File: config.mk
export PLATFORM = sky130hd
export DESIGN_NAME = selection_input
export DESIGN_NICKNAME = d
export VERILOG_FILES = /design/src/rtl/selection_input.sv
export SDC_FILE = /design/constraint.sdc
export NUM_CORES = 1
export LEC_CHECK = 0
export ABC_AREA = 1
export CAP_MARGIN = 30
export CORE_UTILIZATION = 51
export CTS_CLUSTER_SIZE = 8
export DETAILED_ROUTE_END_ITERATION = 16
export HOLD_SLACK_MARGIN = 0.06
export PLACE_DENSITY = 0.72
export SYNTH_ARGS = -nofsm -noshare
export SYNTH_HDL_FRONTEND = slang
export SYNTH_SLANG_ARGS = --single-unit
File: constraint.sdc
create_clock -name CLK -period 2.1 [get_ports CLK]
set_input_delay 0.21 -clock CLK [delete_from_list [all_inputs] [get_ports CLK]]
set_output_delay 0.21 -clock CLK [all_outputs]
set_load 0.03 [all_outputs]
File: src/rtl/selection_input.sv
// selection_input
//   Beverage selection front end. Synchronizes the asynchronous panel inputs,
//   debounces the four select buttons, recognises single-button selection
//   events and turns each accepted selection into a message code that is held
//   until the display acknowledges it.
//
// Ports
//   CLK         sole clock, rising edge
//   RST         synchronous active-high reset
//   S0..S3      asynchronous select buttons, high = pressed
//   SR, SP, SN  asynchronous sensor fault lines, high = fault
//   VL          asynchronous payment-validated level, high = valid
//   M           asynchronous maintenance mode, high = selections ignored
//   ACK         display acknowledge, synchronous to CLK
//   MSG         message code (0 idle, 1..4 selection, 5..8 errors)
//   MSG_VLD     high while MSG awaits ACK
//   DROP        one-cycle pulse when a selection event is discarded
module selection_input #(
  parameter int unsigned DEB_CYCLES = 4
) (
  input  logic       CLK,
  input  logic       RST,
  input  logic       S0,
  input  logic       S1,
  input  logic       S2,
  input  logic       S3,
  input  logic       SR,
  input  logic       SP,
  input  logic       SN,
  input  logic       VL,
  input  logic       M,
  input  logic       ACK,
  output logic [3:0] MSG,
  output logic       MSG_VLD,
  output logic       DROP
);

  localparam logic [3:0] DEB_LAST = 4'(DEB_CYCLES - 1);

  localparam logic [3:0] CODE_IDLE = 4'd0;
  localparam logic [3:0] CODE_ERSR = 4'd5;
  localparam logic [3:0] CODE_ERSP = 4'd6;
  localparam logic [3:0] CODE_ERSN = 4'd7;
  localparam logic [3:0] CODE_ERDI = 4'd8;

  typedef enum logic [1:0] {
    IDLE  = 2'd0,
    CHECK = 2'd1,
    HOLD  = 2'd2
  } state_t;

  // ---------------------------------------------------------------------
  // Two-flop synchronizers, bit order {M, VL, SN, SP, SR, S3, S2, S1, S0}
  // ---------------------------------------------------------------------
  logic [8:0] async_in;
  logic [8:0] meta;
  logic [8:0] sync;

  assign async_in = {M, VL, SN, SP, SR, S3, S2, S1, S0};

  always_ff @(posedge CLK) begin
    if (RST) begin
      meta <= '0;
      sync <= '0;
    end else begin
      meta <= async_in;
      sync <= meta;
    end
  end

  logic [3:0] btn_s;
  logic       sr_s, sp_s, sn_s, vl_s, m_s;

  assign btn_s = sync[3:0];
  assign sr_s  = sync[4];
  assign sp_s  = sync[5];
  assign sn_s  = sync[6];
  assign vl_s  = sync[7];
  assign m_s   = sync[8];

  // ---------------------------------------------------------------------
  // Debounce: a level change is accepted after DEB_CYCLES consecutive
  // mismatching samples; any matching sample restarts the count.
  // ---------------------------------------------------------------------
  logic [3:0] cnt [4];
  logic [3:0] deb;
  logic [3:0] deb_q;

  always_ff @(posedge CLK) begin
    if (RST) begin
      for (int unsigned i = 0; i < 4; i++) begin
        cnt[i] <= '0;
      end
      deb   <= '0;
      deb_q <= '0;
    end else begin
      for (int unsigned i = 0; i < 4; i++) begin
        if (btn_s[i] != deb[i]) begin
          if (cnt[i] == DEB_LAST) begin
            deb[i] <= ~deb[i];
            cnt[i] <= '0;
          end else begin
            cnt[i] <= cnt[i] + 4'd1;
          end
        end else begin
          cnt[i] <= '0;
        end
      end
      deb_q <= deb;
    end
  end

  // A selection event needs a rising debounced edge with exactly one
  // debounced level high; that level is then necessarily the rising one,
  // which rejects both simultaneous rises and a rise beside a held button.
  logic [3:0] rise;
  logic       sel_event;
  logic [1:0] sel_idx;

  assign rise      = deb & ~deb_q;
  assign sel_event = (|rise) && $onehot(deb);

  always_comb begin
    sel_idx = 2'd0;
    for (int unsigned i = 0; i < 4; i++) begin
      if (deb[i]) begin
        sel_idx = 2'(i);
      end
    end
  end

  // ---------------------------------------------------------------------
  // Message FSM
  // ---------------------------------------------------------------------
  state_t     state, state_n;
  logic [1:0] idx, idx_n;
  logic [3:0] msg, msg_n;
  logic       vld, vld_n;
  logic       drop, drop_n;

  always_ff @(posedge CLK) begin
    if (RST) begin
      state <= IDLE;
      idx   <= '0;
      msg   <= CODE_IDLE;
      vld   <= 1'b0;
      drop  <= 1'b0;
    end else begin
      state <= state_n;
      idx   <= idx_n;
      msg   <= msg_n;
      vld   <= vld_n;
      drop  <= drop_n;
    end
  end

  always_comb begin
    state_n = state;
    idx_n   = idx;
    msg_n   = msg;
    vld_n   = vld;
    drop_n  = 1'b0;
    case (state)
      IDLE: begin
        msg_n = CODE_IDLE;
        vld_n = 1'b0;
        if (sel_event && !m_s) begin
          idx_n   = sel_idx;
          state_n = CHECK;
        end
      end
      CHECK: begin
        drop_n = sel_event;
        if (sr_s)       msg_n = CODE_ERSR;
        else if (sp_s)  msg_n = CODE_ERSP;
        else if (sn_s)  msg_n = CODE_ERSN;
        else if (!vl_s) msg_n = CODE_ERDI;
        else            msg_n = {2'b00, idx} + 4'd1;
        vld_n   = 1'b1;
        state_n = HOLD;
      end
      HOLD: begin
        drop_n = sel_event;
        if (ACK) begin
          msg_n   = CODE_IDLE;
          vld_n   = 1'b0;
          state_n = IDLE;
        end
      end
      default: begin
        msg_n   = CODE_IDLE;
        vld_n   = 1'b0;
        state_n = IDLE;
      end
    endcase
  end

  assign MSG     = msg;
  assign MSG_VLD = vld;
  assign DROP    = drop;

endmodule

==> results of run 1 <==
-- critical path: stages, from the launching register on --
cell and delay (ps):
sky130_fd_sc_hd__dfxtp_2 340, sky130_fd_sc_hd__inv_2 40, sky130_fd_sc_hd__fa_1 540, sky130_fd_sc_hd__inv_2 50, sky130_fd_sc_hd__ha_4 150, sky130_fd_sc_hd__ha_4 240
sky130_fd_sc_hd__inv_4 60, sky130_fd_sc_hd__nand2_4 50, sky130_fd_sc_hd__nor2_8 80, sky130_fd_sc_hd__o21a_4 140, sky130_fd_sc_hd__nand3_4 90, sky130_fd_sc_hd__nor3_4 130
sky130_fd_sc_hd__nor2_1 70
-- cell type report --
class | instances | area (µm²)
Sequential cell | 52 | 1200
Tap cell | 50 | 62.6
Multi-Input combinational cell | 155 | 897
Fill cell | 338 | 1370
Inverter | 54 | 206
Clock buffer | 5 | 68.8
Timing Repair Buffer | 29 | 260
Clock inverter | 3 | 20.0
-- worst min path at each step --
stage | cells past startpoint | endpoint | start | slack, ps
2_1_floorplan | 2 | meta[0] | S0 | 320
3_3_place_gp | 2 | sync[4] | meta[4] | 390
3_5_place_dp | 2 | sync[1] | meta[1] | 390
4_1_cts | 3 | meta[5] | SP | 390
5_1_grt | 3 | meta[5] | SP | 400
6_report | 3 | meta[5] | SP | 400
-- cell families after synthesis --
kind of cell	Yosys count	synth area share [%]
AO/OA/AOI/OAI	25	6.24
XOR/XNOR	7	2.78
adder cells (fa/ha/maj)	11	6.58
buffers and inverters	57	10.1
flip-flops	52	54.5
other	1	0.170
AND/OR/NAND/NOR	96	19.6
-- sequential cells by signal (all words and copies together) (netlist names) --
name	count
deb	4
MSG_VLD	1
MSG	4
idx	2
deb_q	4
DROP	1
cnt	16
meta	9
state	2
sync	9
-- cell usage in the layout, fill, tap and decap left out, types with 2 or more instances in the layout --
cell type and count:
sky130_fd_sc_hd__xor2_1 7, sky130_fd_sc_hd__nor2_1 46, sky130_fd_sc_hd__inv_4 2, sky130_fd_sc_hd__clkbuf_8 5, sky130_fd_sc_hd__dfxtp_1 33, sky130_fd_sc_hd__ha_4 2
sky130_fd_sc_hd__nand3_1 9, sky130_fd_sc_hd__inv_2 9, sky130_fd_sc_hd__a21oi_1 15, sky130_fd_sc_hd__nand2_2 5, sky130_fd_sc_hd__dfxtp_2 3, sky130_fd_sc_hd__conb_1 16
sky130_fd_sc_hd__edfxtp_1 16, sky130_fd_sc_hd__or2_2 4, sky130_fd_sc_hd__clkdlybuf4s50_1 17, sky130_fd_sc_hd__inv_1 43, sky130_fd_sc_hd__buf_4 12, sky130_fd_sc_hd__o21ai_1 5
sky130_fd_sc_hd__nand2_1 24, sky130_fd_sc_hd__ha_1 8, sky130_fd_sc_hd__clkinv_2 2
-- where the power goes --
| part | switching, mW | internal, mW | leakage (nW) |
|---|---|---|---|
| clock | 0.333 | 0.238 | 0.0489 |
| combinational | 0.175 | 0.129 | 0.688 |
| sequential | 0.0339 | 1.09 | 0.461 |
| total | 0.542 | 1.46 | 1.20 |
-- through the flow --
| stage | hold WS (ps) | std cells | setup slack (ps) | TNS [ps] | util (%) |
|---|---|---|---|---|---|
| floorplan | 317 | 264 | 8.46 | 0 | - |
| global placement | 390 | 337 | 5.39 | 0 | 62.3 |
| detailed placement | 394 | 337 | -127 | -185 | 62.3 |
| CTS | 394 | 347 | -21.5 | -21.5 | 66.1 |
| global route | 403 | 348 | -72.2 | -158 | 66.6 |
| finish | 401 | 348 | 10.6 | 0 | 66.6 |
-- per-layer routing --
layer | GRT usage, % | up-vias | part of all wire [%]
li1 | - | 847 | -
met1 | 20.7 | 685 | 45
met2 | 29.1 | 21 | 49
met3 | 3.55 | 6 | 3.1
met4 | 9.57 | 0 | 2.1
met5 | 0 | - | 0
-- what timing repair did --
item | in CTS | in global routing
pin swaps | 3 | 4
setup endpoints to repair | 4 | 5
endpoints found under the hold margin | 0 | 0
resized for setup | 9 | 3
setup buffers | 2 | 1
==> metrics.log, run 1 <==
[metrics] number of design rule violations left after detail routing: 0
[metrics] sequential-to-total area share from yosys stat: a little over half
[metrics] Reg2Reg Launch Point: deb[0]
[metrics] All-Layer GR Usage: about 17%
[metrics] areal power density over the cells: 735 mW/mm²
[metrics] die extent in x: approximately 68 µm
[metrics] worst vdd rail ir drop: 0.586 mV
[metrics] register clock-pin slew on the reported worst setup and hold paths: 90 ps
[metrics] final layout net count: 320
[metrics] die outline height: between 60 and 70 µm
[metrics] total global routing overflow: 0
[metrics] total length of routed wires: around 3.5 mm
[metrics] Syn Std Cell Area: 0.00220 mm²
[metrics] unique cell type count in the Yosys netlist: 28
[metrics] largest cells by area after synthesis: sky130_fd_sc_hd__dfxtp_1 (33%), sky130_fd_sc_hd__edfxtp_1 (22%), sky130_fd_sc_hd__inv_1 (7.8%)
[metrics] buffers from clock root to sink, at most: 2
[metrics] list of most frequent post-synthesis cells: sky130_fd_sc_hd__inv_1 (46), sky130_fd_sc_hd__nor2_1 (46), sky130_fd_sc_hd__dfxtp_1 (36)
[metrics] cts bufs inserted: 5
[metrics] CTS H-tree lvls: 2
[metrics] CTS Root Buffer Type: sky130_fd_sc_hd__clkbuf_8
[metrics] synth warn: 0
[metrics] Synth area leader: sky130_fd_sc_hd__dfxtp_1
[metrics] fraction of layout instances using a drive strength above 1: between 10% and 20%
[metrics] hpwl dp: 2.58 mm
[metrics] Final Cell Area: ~0.0027 mm²
[metrics] Via Count: 1559
[metrics] worst min path class: in2reg
[metrics] category of the critical setup timing path: reg2reg
[metrics] total of buffers placed on input and output ports: 17
[metrics] TritonCTS clock tree: done
[metrics] hold buffer count at CTS: 0
[metrics] Post-DRT Antenna Nets: 0
[metrics] post-synthesis area per instance: 8.85 µm²
[metrics] total power consumption of the routed design: 2.00 mW
[metrics] average wire per cell in the routed design: roughly 10 µm
[metrics] Inserted Diodes: 0
[metrics] number of enable flip-flop cells after synthesis: 16
[metrics] number of flip-flops and latches in the synthesized netlist: 52
[metrics] Cells after Synth: between 200 and 250
[metrics] setup repair after global routing missed its margin: true
[metrics] Worst R2R End: idx[1]
[metrics] R2R Setup Slk: 10 ps
[metrics] DR pass1 iterations: 4
[metrics] area share of the largest cell type after synthesis: between 30% and 40%
[metrics] run status: finished clean
[metrics] Static Leak: 1.20 nW
[metrics] area of the core: 0.00409 mm²
[metrics] worst endpoint data arrival time: between 2000 and 2500 ps
[metrics] logic depth of the worst register-to-register path: 12
[metrics] Async SR Flop Fraction: 0%
[metrics] endpoint of the most critical setup path: idx[1]
[metrics] number of hold violations in the final report: 0
[metrics] post-placement cell area: 0.00255 mm²
[metrics] clock latency on the worst-skew pair: between 300 and 400 ps
[metrics] number of sinks handled by clock tree synthesis: 52
[metrics] achievable frequency: between 0.4 and 0.5 GHz
[metrics] pin count of the biggest net entering global routing: 22
[metrics] layout overhead on the synthesized area: 23.4%
[metrics] Initial Utilization: ~54%
[metrics] top-level I/O count: 18
[metrics] antenna violations before repair: 0
[metrics] predominant post-synthesis flop cell: sky130_fd_sc_hd__dfxtp_1
[metrics] die area: 0.00459 mm²
[metrics] fin crit period: 2090 ps
[metrics] clk_skew: 6.93 ps
[metrics] final-report setup violation count: 0
[metrics] average vias per placed instance: 4.48
[metrics] number of max-slew violations in the final report: 0
[metrics] via count of the first global-routing pass: 1420
[metrics] startpoint type of the worst setup path: register
[metrics] crit path launch: deb[0]
[metrics] First DRT Iteration DRCs: between 70 and 80
[metrics] Crit Path Max Fanout: 4
[metrics] Max-cap violations: 0
[metrics] required time worst endpoint: 2310 ps
[metrics] global-route wire length before repair: 5.78 mm
[metrics] endpoint type of the worst setup path: register
[metrics] crit share post-route: 99.5%
[metrics] Placement Rows: 23
[metrics] global placer's final weighted congestion: 0.849
(Power assumes the default switching activity.)
==> run 2, diff against run 1 <==
- CTS_CLUSTER_DIAMETER: not set -> 60
- REMOVE_ABC_BUFFERS: not set -> 1
==> run 2 against run 1 <==
  * Wire length shrank 2.5%
  * Non-clock buffer count down 4
  * Critical endpoint unchanged
  * Highest routed layer unchanged
  * Total power fell by 0.18%
  * Largest cell class unchanged
  * Utilization decreased by 0.67 points
==> metrics.log, run 2 (synthesis gave the netlist of run 1 again) <==
[metrics] run status: finished clean
[metrics] die extent in x: around 68 µm
[metrics] setup repair after global routing missed its margin: true
[metrics] Hold Worst Slack: 405 ps
[metrics] crit path launch: deb[0]
[metrics] commonest non-fill, non-tap cell in the layout: sky130_fd_sc_hd__nor2_1
[metrics] Worst R2R End: idx[1]
[metrics] fin worst setup slack: 35.5 ps
[metrics] fin crit period: 2060 ps
[metrics] startpoint type of the worst setup path: register
[metrics] Max-cap violations: 0
[metrics] Via Count: 1529
[metrics] First DRT Iteration DRCs: 25
[metrics] Initial Utilization: a little over half
[metrics] required time worst endpoint: 2350 ps
[metrics] hpwl dp: around 2.5 mm
[metrics] final layout net count: 316
[metrics] layout overhead on the synthesized area: 22.1%
[metrics] endpoint type of the worst setup path: register
[metrics] Setup Slack @ Placement: -161 ps
[metrics] Crit Path Max Fanout: 4
[metrics] achievable frequency: 0.484 GHz
[metrics] Layout fillers: 348
[metrics] number of hold violations in the final report: 0
[metrics] average wire per cell in the routed design: 9.90 µm
[metrics] buffers from clock root to sink, at most: 2
[metrics] number of flip-flops in the largest register: 16
[metrics] total length of routed met2 wires: 1.63 mm
[metrics] antenna violations before repair: 0
[metrics] register clock-pin slew on the reported worst setup and hold paths: around 100 ps
[metrics] DR pass1 iterations: 4
[metrics] CTS H-tree lvls: 2
[metrics] number of sinks handled by clock tree synthesis: 52
[metrics] worst min path class: reg2reg
[metrics] crit share post-route: 98.3%
[metrics] Static Leak: 1.18 nW
[metrics] die area: around 0.0046 mm²
[metrics] category of the critical setup timing path: reg2reg
[metrics] fraction of layout instances using a drive strength above 1: 16.7%
[metrics] average vias per placed instance: 4.44
[metrics] Post-DRT Antenna Nets: 0
[metrics] met1 wire length: approximately 1.6 mm
[metrics] worst endpoint data arrival time: 2310 ps
[metrics] worst vdd rail ir drop: 0.653 mV
[metrics] Placement Rows: 23
[metrics] pin count of the biggest net entering global routing: 27
[metrics] Detail Route met3 WL: 104 µm
[metrics] clock latency on the worst-skew pair: 300 ps
[metrics] via count of the first global-routing pass: 1357
[metrics] Reg2Reg Launch Point: deb[0]
[metrics] total length of routed wires: 3.41 mm
[metrics] clk_skew: 10.3 ps
[metrics] cts bufs inserted: 5
[metrics] global-route wire length before repair: 5.52 mm
[metrics] total of buffers placed on input and output ports: 17
[metrics] Inserted Diodes: 0
[metrics] CTS Root Buffer Type: sky130_fd_sc_hd__clkbuf_8
[metrics] total global routing overflow: 0
[metrics] areal power density over the cells: 741 mW/mm²
[metrics] total power consumption of the routed design: 2.00 mW
[metrics] logic depth of the worst register-to-register path: 13
[metrics] All-Layer GR Usage: between 10% and 20%
[metrics] final-report setup violation count: 0
[metrics] endpoint of the most critical setup path: idx[1]
[metrics] area of the core: 0.00409 mm²
[metrics] TritonCTS clock tree: done
[metrics] largest register by flop count: cnt
[metrics] number of design rule violations left after detail routing: 0
[metrics] die outline height: a little under 70 µm
[metrics] biggest regs: cnt (16), meta (9), sync (9)
[metrics] global placer's final weighted congestion: between 0.7 and 0.8
[metrics] number of max-slew violations in the final report: 0
[metrics] R2R Setup Slk: 40 ps
[metrics] highest signal layer in the routed design: met4
[metrics] top-level I/O count: 18
[metrics] top library cells by usage in the layout, fill and taps aside: sky130_fd_sc_hd__nor2_1 (46), sky130_fd_sc_hd__inv_1 (44), sky130_fd_sc_hd__dfxtp_1 (33)
## run 2: cell count changes in the layout (fill, tap and decap cells not counted)
cell	delta
sky130_fd_sc_hd__buf_4	-5
sky130_fd_sc_hd__buf_6	+1
sky130_fd_sc_hd__clkinv_4	+1
sky130_fd_sc_hd__inv_1	+1
sky130_fd_sc_hd__inv_2	-1
sky130_fd_sc_hd__inv_4	-1
sky130_fd_sc_hd__nand2_1	-1
sky130_fd_sc_hd__nand2_2	+1
sky130_fd_sc_hd__nor3_2	+1
sky130_fd_sc_hd__nor3_4	-1
## run 2: layer usage
metal  vias to the layer above  GRT usage (%)
met5                         -              0
met4                         0           4.79
met3                         2           5.07
met2                        17           29.5
met1                       681           19.0
li1                        829              -
## run 2: final cells by class
| cell class | instances | area, µm² | share of cell area [%] |
|---|---|---|---|
| tap | 50 | 62.6 | 2.32 |
| clock buffer | 5 | 68.8 | 2.56 |
| clock inverter | 3 | 22.5 | 0.836 |
| multi-input combinational | 155 | 893 | 33.2 |
| inverter | 54 | 206 | 7.67 |
| timing repair buffer | 25 | 234 | 8.69 |
| sequential | 52 | 1200 | 44.7 |
## run 2: per-stage QoR
| stage | instances | cell area (µm²) | util [%] | setup TNS, ps |
|---|---|---|---|---|
| 2_1_floorplan | 261 | 2240 | - | -105 |
| 3_3_place_gp | 336 | 2530 | 62.0 | -102 |
| 3_5_place_dp | 336 | 2530 | 62.0 | -393 |
| 4_1_cts | 345 | 2690 | 65.8 | -22.1 |
| 5_1_grt | 344 | 2690 | 65.9 | -107 |
| 6_report | 344 | 2690 | 65.9 | 0 |
## run 2: power by group
group	internal, mW	total (mW)	switching [mW]
logic	0.127	0.301	0.174
registers	1.09	1.12	0.0325
clock network	0.239	0.571	0.332
## run 2: worst max-delay path: stages, from the launching register on
cell	delay, ps
sky130_fd_sc_hd__dfxtp_2	350
sky130_fd_sc_hd__inv_2	50
sky130_fd_sc_hd__fa_1	560
sky130_fd_sc_hd__inv_2	50
sky130_fd_sc_hd__ha_4	160
sky130_fd_sc_hd__ha_4	240
sky130_fd_sc_hd__inv_4	50
sky130_fd_sc_hd__nand2_4	50
sky130_fd_sc_hd__nor2_8	90
sky130_fd_sc_hd__o21a_4	150
sky130_fd_sc_hd__nand3_4	80
sky130_fd_sc_hd__nand2_1	70
sky130_fd_sc_hd__nand2_1	50
sky130_fd_sc_hd__nor2_1	90
## run 2: how the worst min path moves through the flow
stage | slack, ps | endpoint | startpoint | depth (start not counted)
2_1_floorplan | 280 | MSG[0] | RST | 1
3_3_place_gp | 390 | sync[7] | meta[7] | 2
3_5_place_dp | 390 | sync[5] | meta[5] | 2
4_1_cts | 410 | sync[5] | meta[5] | 2
5_1_grt | 410 | meta[2] | S2 | 3
6_report | 410 | sync[5] | meta[5] | 2
## run 2: timing repair
item | in CTS | in global routing
buffers inserted | 1 | 0
resized for setup | 13 | 4
setup endpoints to repair | 5 | 5
pin swaps | 2 | 3
hold buffers | 0 | 0
endpoints found under the hold margin | 0 | 0
